<file path="config.mk">
export PLATFORM = sky130hd
export DESIGN_NAME = light_rr_scheduler_flat
export DESIGN_NICKNAME = d
export VERILOG_FILES = /design/src/rtl/light_pkg.sv /design/src/rtl/light_rr_scheduler_if.sv /design/src/rtl/light_rr_pick.sv /design/src/rtl/light_rr_scheduler.sv /design/src/flat_wrapper.sv
export SDC_FILE = /design/constraint.sdc
export NUM_CORES = 1
export LEC_CHECK = 0
export CAP_MARGIN = 40
export CORE_MARGIN = 2
export CORE_UTILIZATION = 42
export DETAILED_ROUTE_END_ITERATION = 10
export GPL_TIMING_DRIVEN = 0
export PLACE_DENSITY = 0.88
export SLEW_MARGIN = 15
export SYNTH_ARGS = -nofsm -noshare
export SYNTH_HDL_FRONTEND = slang
export SYNTH_SLANG_ARGS = --single-unit
</file>
<file path="constraint.sdc">
create_clock -name clk -period 4.3 [get_ports clk]
set_input_delay 0.86 -clock clk [delete_from_list [all_inputs] [get_ports clk]]
set_output_delay 0.86 -clock clk [all_outputs]
set_load 0.01 [all_outputs]
</file>
<file path="src/rtl/light_pkg.sv">
`default_nettype none
// ============================================================================
// Module   : light_pkg
// Purpose  : Shared light codes, direction indices and sensor bit positions.
// Revision : 1.0
// ============================================================================
package light_pkg;

    localparam logic [2:0] LIGHT_STOP         = 3'b000;
    localparam logic [2:0] LIGHT_FORWARD_ONLY = 3'b001;
    localparam logic [2:0] LIGHT_LEFT_ONLY    = 3'b010;
    localparam logic [2:0] LIGHT_RIGHT_ONLY   = 3'b011;
    localparam logic [2:0] LIGHT_GO           = 3'b100;

    localparam logic [1:0] DIR_N = 2'd0;
    localparam logic [1:0] DIR_E = 2'd1;
    localparam logic [1:0] DIR_S = 2'd2;
    localparam logic [1:0] DIR_W = 2'd3;

    localparam int SENS_N = 6;
    localparam int SENS_E = 5;
    localparam int SENS_S = 4;
    localparam int SENS_W = 7;

    typedef enum logic [1:0] {
        ST_IDLE  = 2'd0,
        ST_GREEN = 2'd1,
        ST_CLEAR = 2'd2
    } sched_state_t;

endpackage
`default_nettype wire

</file>
<file path="src/rtl/light_rr_scheduler_if.sv">
`default_nettype none
// ============================================================================
// Module   : light_rr_scheduler_if
// Purpose  : Sensor inputs and per-approach light outputs of one stop light.
// Revision : 1.0
// ============================================================================
interface light_rr_scheduler_if;
    logic [7:0]  sensor_light;
    logic [31:0] general_sensors;
    logic [2:0]  outN;
    logic [2:0]  outS;
    logic [2:0]  outE;
    logic [2:0]  outW;

    modport master (
        output sensor_light,
        output general_sensors,
        input  outN,
        input  outS,
        input  outE,
        input  outW
    );

    modport slave (
        input  sensor_light,
        input  general_sensors,
        output outN,
        output outS,
        output outE,
        output outW
    );
endinterface
`default_nettype wire

</file>
<file path="src/rtl/light_rr_pick.sv">
`default_nettype none
// ============================================================================
// Module   : light_rr_pick
// Purpose  : 4-way rotating priority encoder; scans last+1 .. last+4 (mod 4).
// Revision : 1.0
// ============================================================================
module light_rr_pick (
    input  logic [3:0] req,
    input  logic [1:0] last,
    output logic       grant_valid,
    output logic [1:0] grant_dir
);
    logic [1:0] w_idx;

    // Scan from farthest to nearest so the nearest requester overwrites.
    always_comb begin
        grant_valid = |req;
        grant_dir   = last;
        w_idx       = '0;
        for (int k = 4; k >= 1; k--) begin
            w_idx = last + 2'(k);
            if (req[w_idx]) begin
                grant_dir = w_idx;
            end
        end
    end
endmodule
`default_nettype wire

</file>
<file path="src/rtl/light_rr_scheduler.sv">
`default_nettype none
// ============================================================================
// Module   : light_rr_scheduler
// Purpose  : Round-robin four-way stop light with min/max green and clearance.
// Revision : 1.0
// ============================================================================
module light_rr_scheduler
    import light_pkg::*;
#(
    parameter int MIN_GREEN    = 8,
    parameter int MAX_GREEN    = 32,
    parameter int CLEAR_CYCLES = 2
) (
    input  logic                 clk,
    input  logic                 rst,
    light_rr_scheduler_if.slave  bus
);
    localparam int TW = $clog2(MAX_GREEN);
    localparam int CW = $clog2(CLEAR_CYCLES + 1);
    localparam logic [TW-1:0] C_TMR_MIN = TW'(MIN_GREEN - 1);
    localparam logic [TW-1:0] C_TMR_MAX = TW'(MAX_GREEN - 1);
    localparam logic [CW-1:0] C_CLR_LAST = CW'(CLEAR_CYCLES - 1);

    sched_state_t  r_state, w_state_nxt;
    logic [1:0]    r_cur_dir, w_cur_nxt;
    logic [1:0]    r_last_dir, w_last_nxt;
    logic [TW-1:0] r_timer, w_timer_nxt;
    logic [CW-1:0] r_clr_cnt, w_clr_nxt;
    logic [2:0]    r_out_n, r_out_e, r_out_s, r_out_w;

    logic [3:0]    w_req;
    logic          w_center_busy;
    logic          w_others_wait;
    logic          w_pick_valid;
    logic [1:0]    w_pick_dir;
    logic          w_unused_general;

    assign w_req = {bus.sensor_light[SENS_W], bus.sensor_light[SENS_S],
                    bus.sensor_light[SENS_E], bus.sensor_light[SENS_N]};
    assign w_center_busy    = |bus.sensor_light[3:0];
    assign w_others_wait    = |(w_req & ~(4'b0001 << r_cur_dir));
    assign w_unused_general = ^bus.general_sensors;

    light_rr_pick u_pick (
        .req         (w_req),
        .last        (r_last_dir),
        .grant_valid (w_pick_valid),
        .grant_dir   (w_pick_dir)
    );

    always_ff @(posedge clk) begin
        if (rst) begin
            r_state    <= ST_IDLE;
            r_cur_dir  <= DIR_N;
            r_last_dir <= DIR_W;
            r_timer    <= '0;
            r_clr_cnt  <= '0;
        end else begin
            r_state    <= w_state_nxt;
            r_cur_dir  <= w_cur_nxt;
            r_last_dir <= w_last_nxt;
            r_timer    <= w_timer_nxt;
            r_clr_cnt  <= w_clr_nxt;
        end
    end

    always_comb begin
        w_state_nxt = r_state;
        w_cur_nxt   = r_cur_dir;
        w_last_nxt  = r_last_dir;
        w_timer_nxt = r_timer;
        w_clr_nxt   = r_clr_cnt;
        case (r_state)
            ST_IDLE: begin
                if (w_pick_valid && !w_center_busy) begin
                    w_state_nxt = ST_GREEN;
                    w_cur_nxt   = w_pick_dir;
                    w_last_nxt  = w_pick_dir;
                    w_timer_nxt = '0;
                end
            end
            ST_GREEN: begin
                // With nobody else waiting, a saturated grant simply holds.
                if ((r_timer >= C_TMR_MIN && !w_req[r_cur_dir]) ||
                    (r_timer == C_TMR_MAX && w_others_wait)) begin
                    w_state_nxt = ST_CLEAR;
                    w_clr_nxt   = '0;
                end else if (r_timer != C_TMR_MAX) begin
                    w_timer_nxt = r_timer + TW'(1);
                end
            end
            ST_CLEAR: begin
                if (w_center_busy) begin
                    w_clr_nxt = '0;
                end else if (r_clr_cnt == C_CLR_LAST) begin
                    w_state_nxt = ST_IDLE;
                end else begin
                    w_clr_nxt = r_clr_cnt + CW'(1);
                end
            end
            default: w_state_nxt = ST_IDLE;
        endcase
    end

    // Outputs follow the registered state, adding one cycle of latency.
    always_ff @(posedge clk) begin
        if (rst) begin
            r_out_n <= LIGHT_STOP;
            r_out_e <= LIGHT_STOP;
            r_out_s <= LIGHT_STOP;
            r_out_w <= LIGHT_STOP;
        end else begin
            r_out_n <= (r_state == ST_GREEN && r_cur_dir == DIR_N) ? LIGHT_GO : LIGHT_STOP;
            r_out_e <= (r_state == ST_GREEN && r_cur_dir == DIR_E) ? LIGHT_GO : LIGHT_STOP;
            r_out_s <= (r_state == ST_GREEN && r_cur_dir == DIR_S) ? LIGHT_GO : LIGHT_STOP;
            r_out_w <= (r_state == ST_GREEN && r_cur_dir == DIR_W) ? LIGHT_GO : LIGHT_STOP;
        end
    end

    assign bus.outN = r_out_n;
    assign bus.outE = r_out_e;
    assign bus.outS = r_out_s;
    assign bus.outW = r_out_w;
endmodule
`default_nettype wire

</file>
<file path="src/flat_wrapper.sv">
// flat-port wrapper written by rule: the top's interface ports become plain ports
module light_rr_scheduler_flat import light_pkg::*;
#(
    parameter int MIN_GREEN    = 8,
    parameter int MAX_GREEN    = 32,
    parameter int CLEAR_CYCLES = 2
)
  (clk, rst, bus_sensor_light, bus_general_sensors, bus_outN, bus_outS, bus_outE, bus_outW);
  light_rr_scheduler_if bus_i ();
  input  logic clk;
  input  logic rst;
  input wire logic [$bits(bus_i.sensor_light)-1:0] bus_sensor_light;
  input wire logic [$bits(bus_i.general_sensors)-1:0] bus_general_sensors;
  output wire logic [$bits(bus_i.outN)-1:0] bus_outN;
  output wire logic [$bits(bus_i.outS)-1:0] bus_outS;
  output wire logic [$bits(bus_i.outE)-1:0] bus_outE;
  output wire logic [$bits(bus_i.outW)-1:0] bus_outW;
  assign bus_i.sensor_light = bus_sensor_light;
  assign bus_i.general_sensors = bus_general_sensors;
  assign bus_outN = bus_i.outN;
  assign bus_outS = bus_i.outS;
  assign bus_outE = bus_i.outE;
  assign bus_outW = bus_i.outW;
  light_rr_scheduler #(.MIN_GREEN(MIN_GREEN), .MAX_GREEN(MAX_GREEN), .CLEAR_CYCLES(CLEAR_CYCLES)) u_core (.clk(clk), .rst(rst), .bus(bus_i));
endmodule
</file>
==> summary.md <==
| Metric | Value |
|---|---|
| Run status | completed |
| Clock slew at the register clock pins of the worst setup and hold paths | 0.10 ns |
| Count of endpoints failing hold in the final timing report | 0 |
| CP delay by family, top | simple AND/OR/NAND/NOR gates |
| Data arrival time of the critical path | 3.03 ns |
| Top flip-flop cell by instance count after synthesis | sky130_fd_sc_hd__dfxtp_1 |
| Initial DRT Pass Iterations | 5 |
| Cell count along the critical path | 7 |
| Top cells by area, synth | sky130_fd_sc_hd__dfxtp_1, sky130_fd_sc_hd__ha_1, sky130_fd_sc_hd__buf_4 |
| Number of instances in the synthesized netlist | 123 |
| Worst reg2reg path endpoint | u_core.r_timer[3] |
| Wire length per cell | 11.9 um |
| Unrepaired setup endpoints after global routing | no |
| Post-DR vias/cell | 5.25 |
| Top-count cell post-synth | sky130_fd_sc_hd__dfxtp_1 |
| Number of antenna violations at the first check in global routing | 0 |
| Startpoint Class | input pin |
| Worst setup path start | bus_sensor_light[1] |
| Max Clock Skew | 0.00757 ns |
| Worst Setup End Kind | flip-flop |
| Number of different library cells in the post-synthesis netlist | 41 |
| Clock sinks | 17 |
| Cell type contributing the most total cell area after synthesis | sky130_fd_sc_hd__dfxtp_1 |
| Pin count of the biggest net entering global routing | 11 |
| Sequential-to-total area share from yosys stat | 32.6% |
| Max frequency | 359 MHz |
| Placed wire-length estimate | 1.57 mm |
| Ordered list of cells on the worst path | clkdlybuf4s50_1 > nor4_4 > a21boi_2 > or3_1 > buf_2 > or4_1 > nand2_1 |
| Syn avg cell area | 8.48 um^2 |
| Number of input and output port buffers inserted | 13 |
| Async set-reset flop share out of synthesis | 0% |
| Count of antenna-violating nets left after detailed routing | 0 |
| Aggregate routed wire length | 2.11 mm |
| Final min period | 2.78 ns |
| CTS tree | done |
| Deepest level of the CTS H-tree | 1 |
| FF-to-FF path depth | 9 |
| Post-synthesis register bit count | 17 |
| Last element of the critical path | u_core.r_timer[3] |
| Die Footprint | 2900 um^2 |
| Vias in the first global route | 908 |
| Fraction of layout cells with a size suffix above 1 | 14.3% |
| EDFF count, synth | 0 |
| Die Span X | 53.8 um |
| Number of DRC violations after detailed-routing iteration 0 | 24 |
| Power per standard cell area | 355 nW/um^2 |
| Worst EP required | 4.55 ns |
| Final-report setup violation count | 0 |
| Hold buffer count at cts | 0 |
| Share of the synthesized area in the top cell type | 32.6% |
| Post-synth top cells | sky130_fd_sc_hd__dfxtp_1, sky130_fd_sc_hd__nand2_1, sky130_fd_sc_hd__buf_4 |
| Number of clock buffers inserted by TritonCTS | 3 |
| Final setup TNS | 0 ns |
| Top-level I/O count | 54 |
| Reported leakage power | 0.508 nW |
| Number of post-CTS setup repair buffers | 0 |
| Slowest stage delay, CP | 0.51 ns |
| Clock Tree Buf Depth | 2 |
| Total of max-cap violations | 0 |
| Initial Utilization | 43.3% |
| Post_cts resized | 0 |
| Floorplan row count | 18 |
| Global-route wire length before repair | 3.71 mm |
| Hold path depth | 2 |
| GRT Total Usage | 17.8% |
| Fraction of the cycle the final worst path needs | 64.7% |
| Clock root buffer | sky130_fd_sc_hd__clkbuf_4 |
| Max Fanout on Critical Path | 9 |
| Insertion delay of the later-clocked pin in the worst-skew pair | 0.30 ns |
| Routability congestion estimate from global placement | 0.746 |
| Area occupied by registers | 340 um^2 |
| Remaining global-route overflow | 0 |
| Cell area after synthesis | 1040 um^2 |
| Final-stage net count | 196 |
| Maximum resistive drop on vdd | 245 uV |
| Total inserted antenna cells | 0 |
| Highest-delay cell along the critical path | sky130_fd_sc_hd__or4_1 |
| Final core utilization | 52.5% |
| DRC violations left | 0 |
| Count of warnings emitted by yosys | 0 |
| Setup slack, reg-to-reg | 2.09 ns |
| Total via count after detailed routing | 929 |
| Critical path start-end classification | input pin to flip-flop |
| Buffers plus inverters on the worst setup path | 2 |
| Worst hold path type | flip-flop to flip-flop |
| Area of the core | 2410 um^2 |
| Startpoint of the lowest-slack register-to-register path | u_core.r_timer[0] |
| Die height | 53.8 um |
| Count of filler cells inserted in the layout | 224 |
| Area of combinational cells with multiple inputs | 622 um^2 |
| Area Overhead vs Synth | 21.2% |
| Final Max Tran Viols | 0 |
[cell type report]
type | instances | area share, %
Inverter | 7 | 2.08
Buffer | 12 | 6.43
Clock inverter | 1 | 0.396
Multi-Input combinational cell | 94 | 49.2
Clock buffer | 3 | 1.78
Sequential cell | 17 | 26.9
Tap cell | 30 | 2.97
Timing Repair Buffer | 13 | 10.3
[per-layer routing]
| layer | vias to the layer above | routed length (um) | GRT usage (%) | part of all wire [%] |
|---|---|---|---|---|
| met4 | 0 | 59 | 11.5 | 2.8 |
| li1 | 471 | - | - | - |
| met2 | 28 | 1050 | 30.1 | 50 |
| met5 | - | 0 | 0 | 0 |
| met3 | 7 | 93 | 3.61 | 4.4 |
| met1 | 423 | 907 | 20.3 | 43 |
[per-stage QoR]
| step | std cells | area, um^2 | setup WS [ns] | hold WS [ns] | total power [mW] |
|---|---|---|---|---|---|
| after floorplan | 130 | 1070 | 1.87 | 0.449 | 0.314 |
| after global placement | 173 | 1240 | 1.31 | 0.458 | 0.348 |
| after detailed placement | 173 | 1240 | 1.24 | 0.466 | 0.361 |
| after CTS | 177 | 1260 | 1.54 | 0.480 | 0.450 |
| after global routing | 177 | 1260 | 1.40 | 0.526 | 0.484 |
| final | 177 | 1260 | 1.52 | 0.478 | 0.449 |
[worst register-to-register path, stage by stage, from the launching register on]
cell,delay (ns)
sky130_fd_sc_hd__dfxtp_1,0.35
sky130_fd_sc_hd__ha_1,0.23
sky130_fd_sc_hd__and3_1,0.19
sky130_fd_sc_hd__ha_1,0.20
sky130_fd_sc_hd__nand2_1,0.07
sky130_fd_sc_hd__o21ai_0,0.06
sky130_fd_sc_hd__or3_1,0.30
sky130_fd_sc_hd__buf_2,0.17
sky130_fd_sc_hd__or4_1,0.51
sky130_fd_sc_hd__nand2_1,0.09
[layout by cell type (no fill, tap or decap), types with 2 or more instances in the layout]
master and instances:
sky130_fd_sc_hd__a211oi_1 2, sky130_fd_sc_hd__a21oi_1 8, sky130_fd_sc_hd__a31oi_1 2, sky130_fd_sc_hd__and3_1 2
sky130_fd_sc_hd__buf_2 2, sky130_fd_sc_hd__buf_4 9, sky130_fd_sc_hd__clkbuf_4 3, sky130_fd_sc_hd__clkdlybuf4s50_1 13
sky130_fd_sc_hd__conb_1 8, sky130_fd_sc_hd__dfxtp_1 17, sky130_fd_sc_hd__ha_1 6, sky130_fd_sc_hd__inv_1 7
sky130_fd_sc_hd__mux2_1 2, sky130_fd_sc_hd__mux2i_1 2, sky130_fd_sc_hd__nand2_1 12, sky130_fd_sc_hd__nand2b_1 3
sky130_fd_sc_hd__nand3_1 5, sky130_fd_sc_hd__nor2_1 8, sky130_fd_sc_hd__nor2b_1 2, sky130_fd_sc_hd__nor3_1 4
sky130_fd_sc_hd__o21ai_0 4, sky130_fd_sc_hd__or2_1 2, sky130_fd_sc_hd__or3_1 2, sky130_fd_sc_hd__or4_1 2
[power by group]
group | leakage, nW | internal (mW) | switching (mW)
Sequential | 0.138 | 0.172 | 0.0120
Clock | 0.0177 | 0.0347 | 0.0546
Combinational | 0.352 | 0.0802 | 0.0955
[cell families (layout without fill, tap and decap cells)]
kind of cell	count (synthesis)	after routing	synth area share, %
AO/OA/AOI/OAI	26	26	17.0
flip-flops	17	17	32.6
XOR/XNOR	1	1	0.839
buffers and inverters	19	36	10.3
adder cells (fa/ha/maj)	6	6	7.19
other	1	8	0.359
AND/OR/NAND/NOR	48	48	25.4
multiplexers	5	5	6.23
[sequential cells by signal, indices dropped and copies added, names as in the netlist]
| signal | count |
|---|---|
| u_core.bus.outE | 1 |
| u_core.r_cur_dir | 2 |
| u_core.r_timer | 5 |
| u_core.bus.outS | 1 |
| u_core.bus.outW | 1 |
| u_core.r_last_dir | 2 |
| u_core.bus.outN | 1 |
| u_core.r_state | 2 |
| u_core.r_clr_cnt | 2 |
[how the worst min path moves through the flow]
stage | start | to
2_1_floorplan | u_core.r_timer[1] | u_core.r_timer[1]
3_3_place_gp | u_core.r_timer[1] | u_core.r_timer[1]
3_5_place_dp | u_core.r_timer[1] | u_core.r_timer[1]
4_1_cts | u_core.r_timer[1] | u_core.r_timer[1]
5_1_grt | u_core.r_timer[1] | u_core.r_timer[1]
6_report | u_core.r_timer[1] | u_core.r_timer[1]
Power figures use the tool's default switching activity.
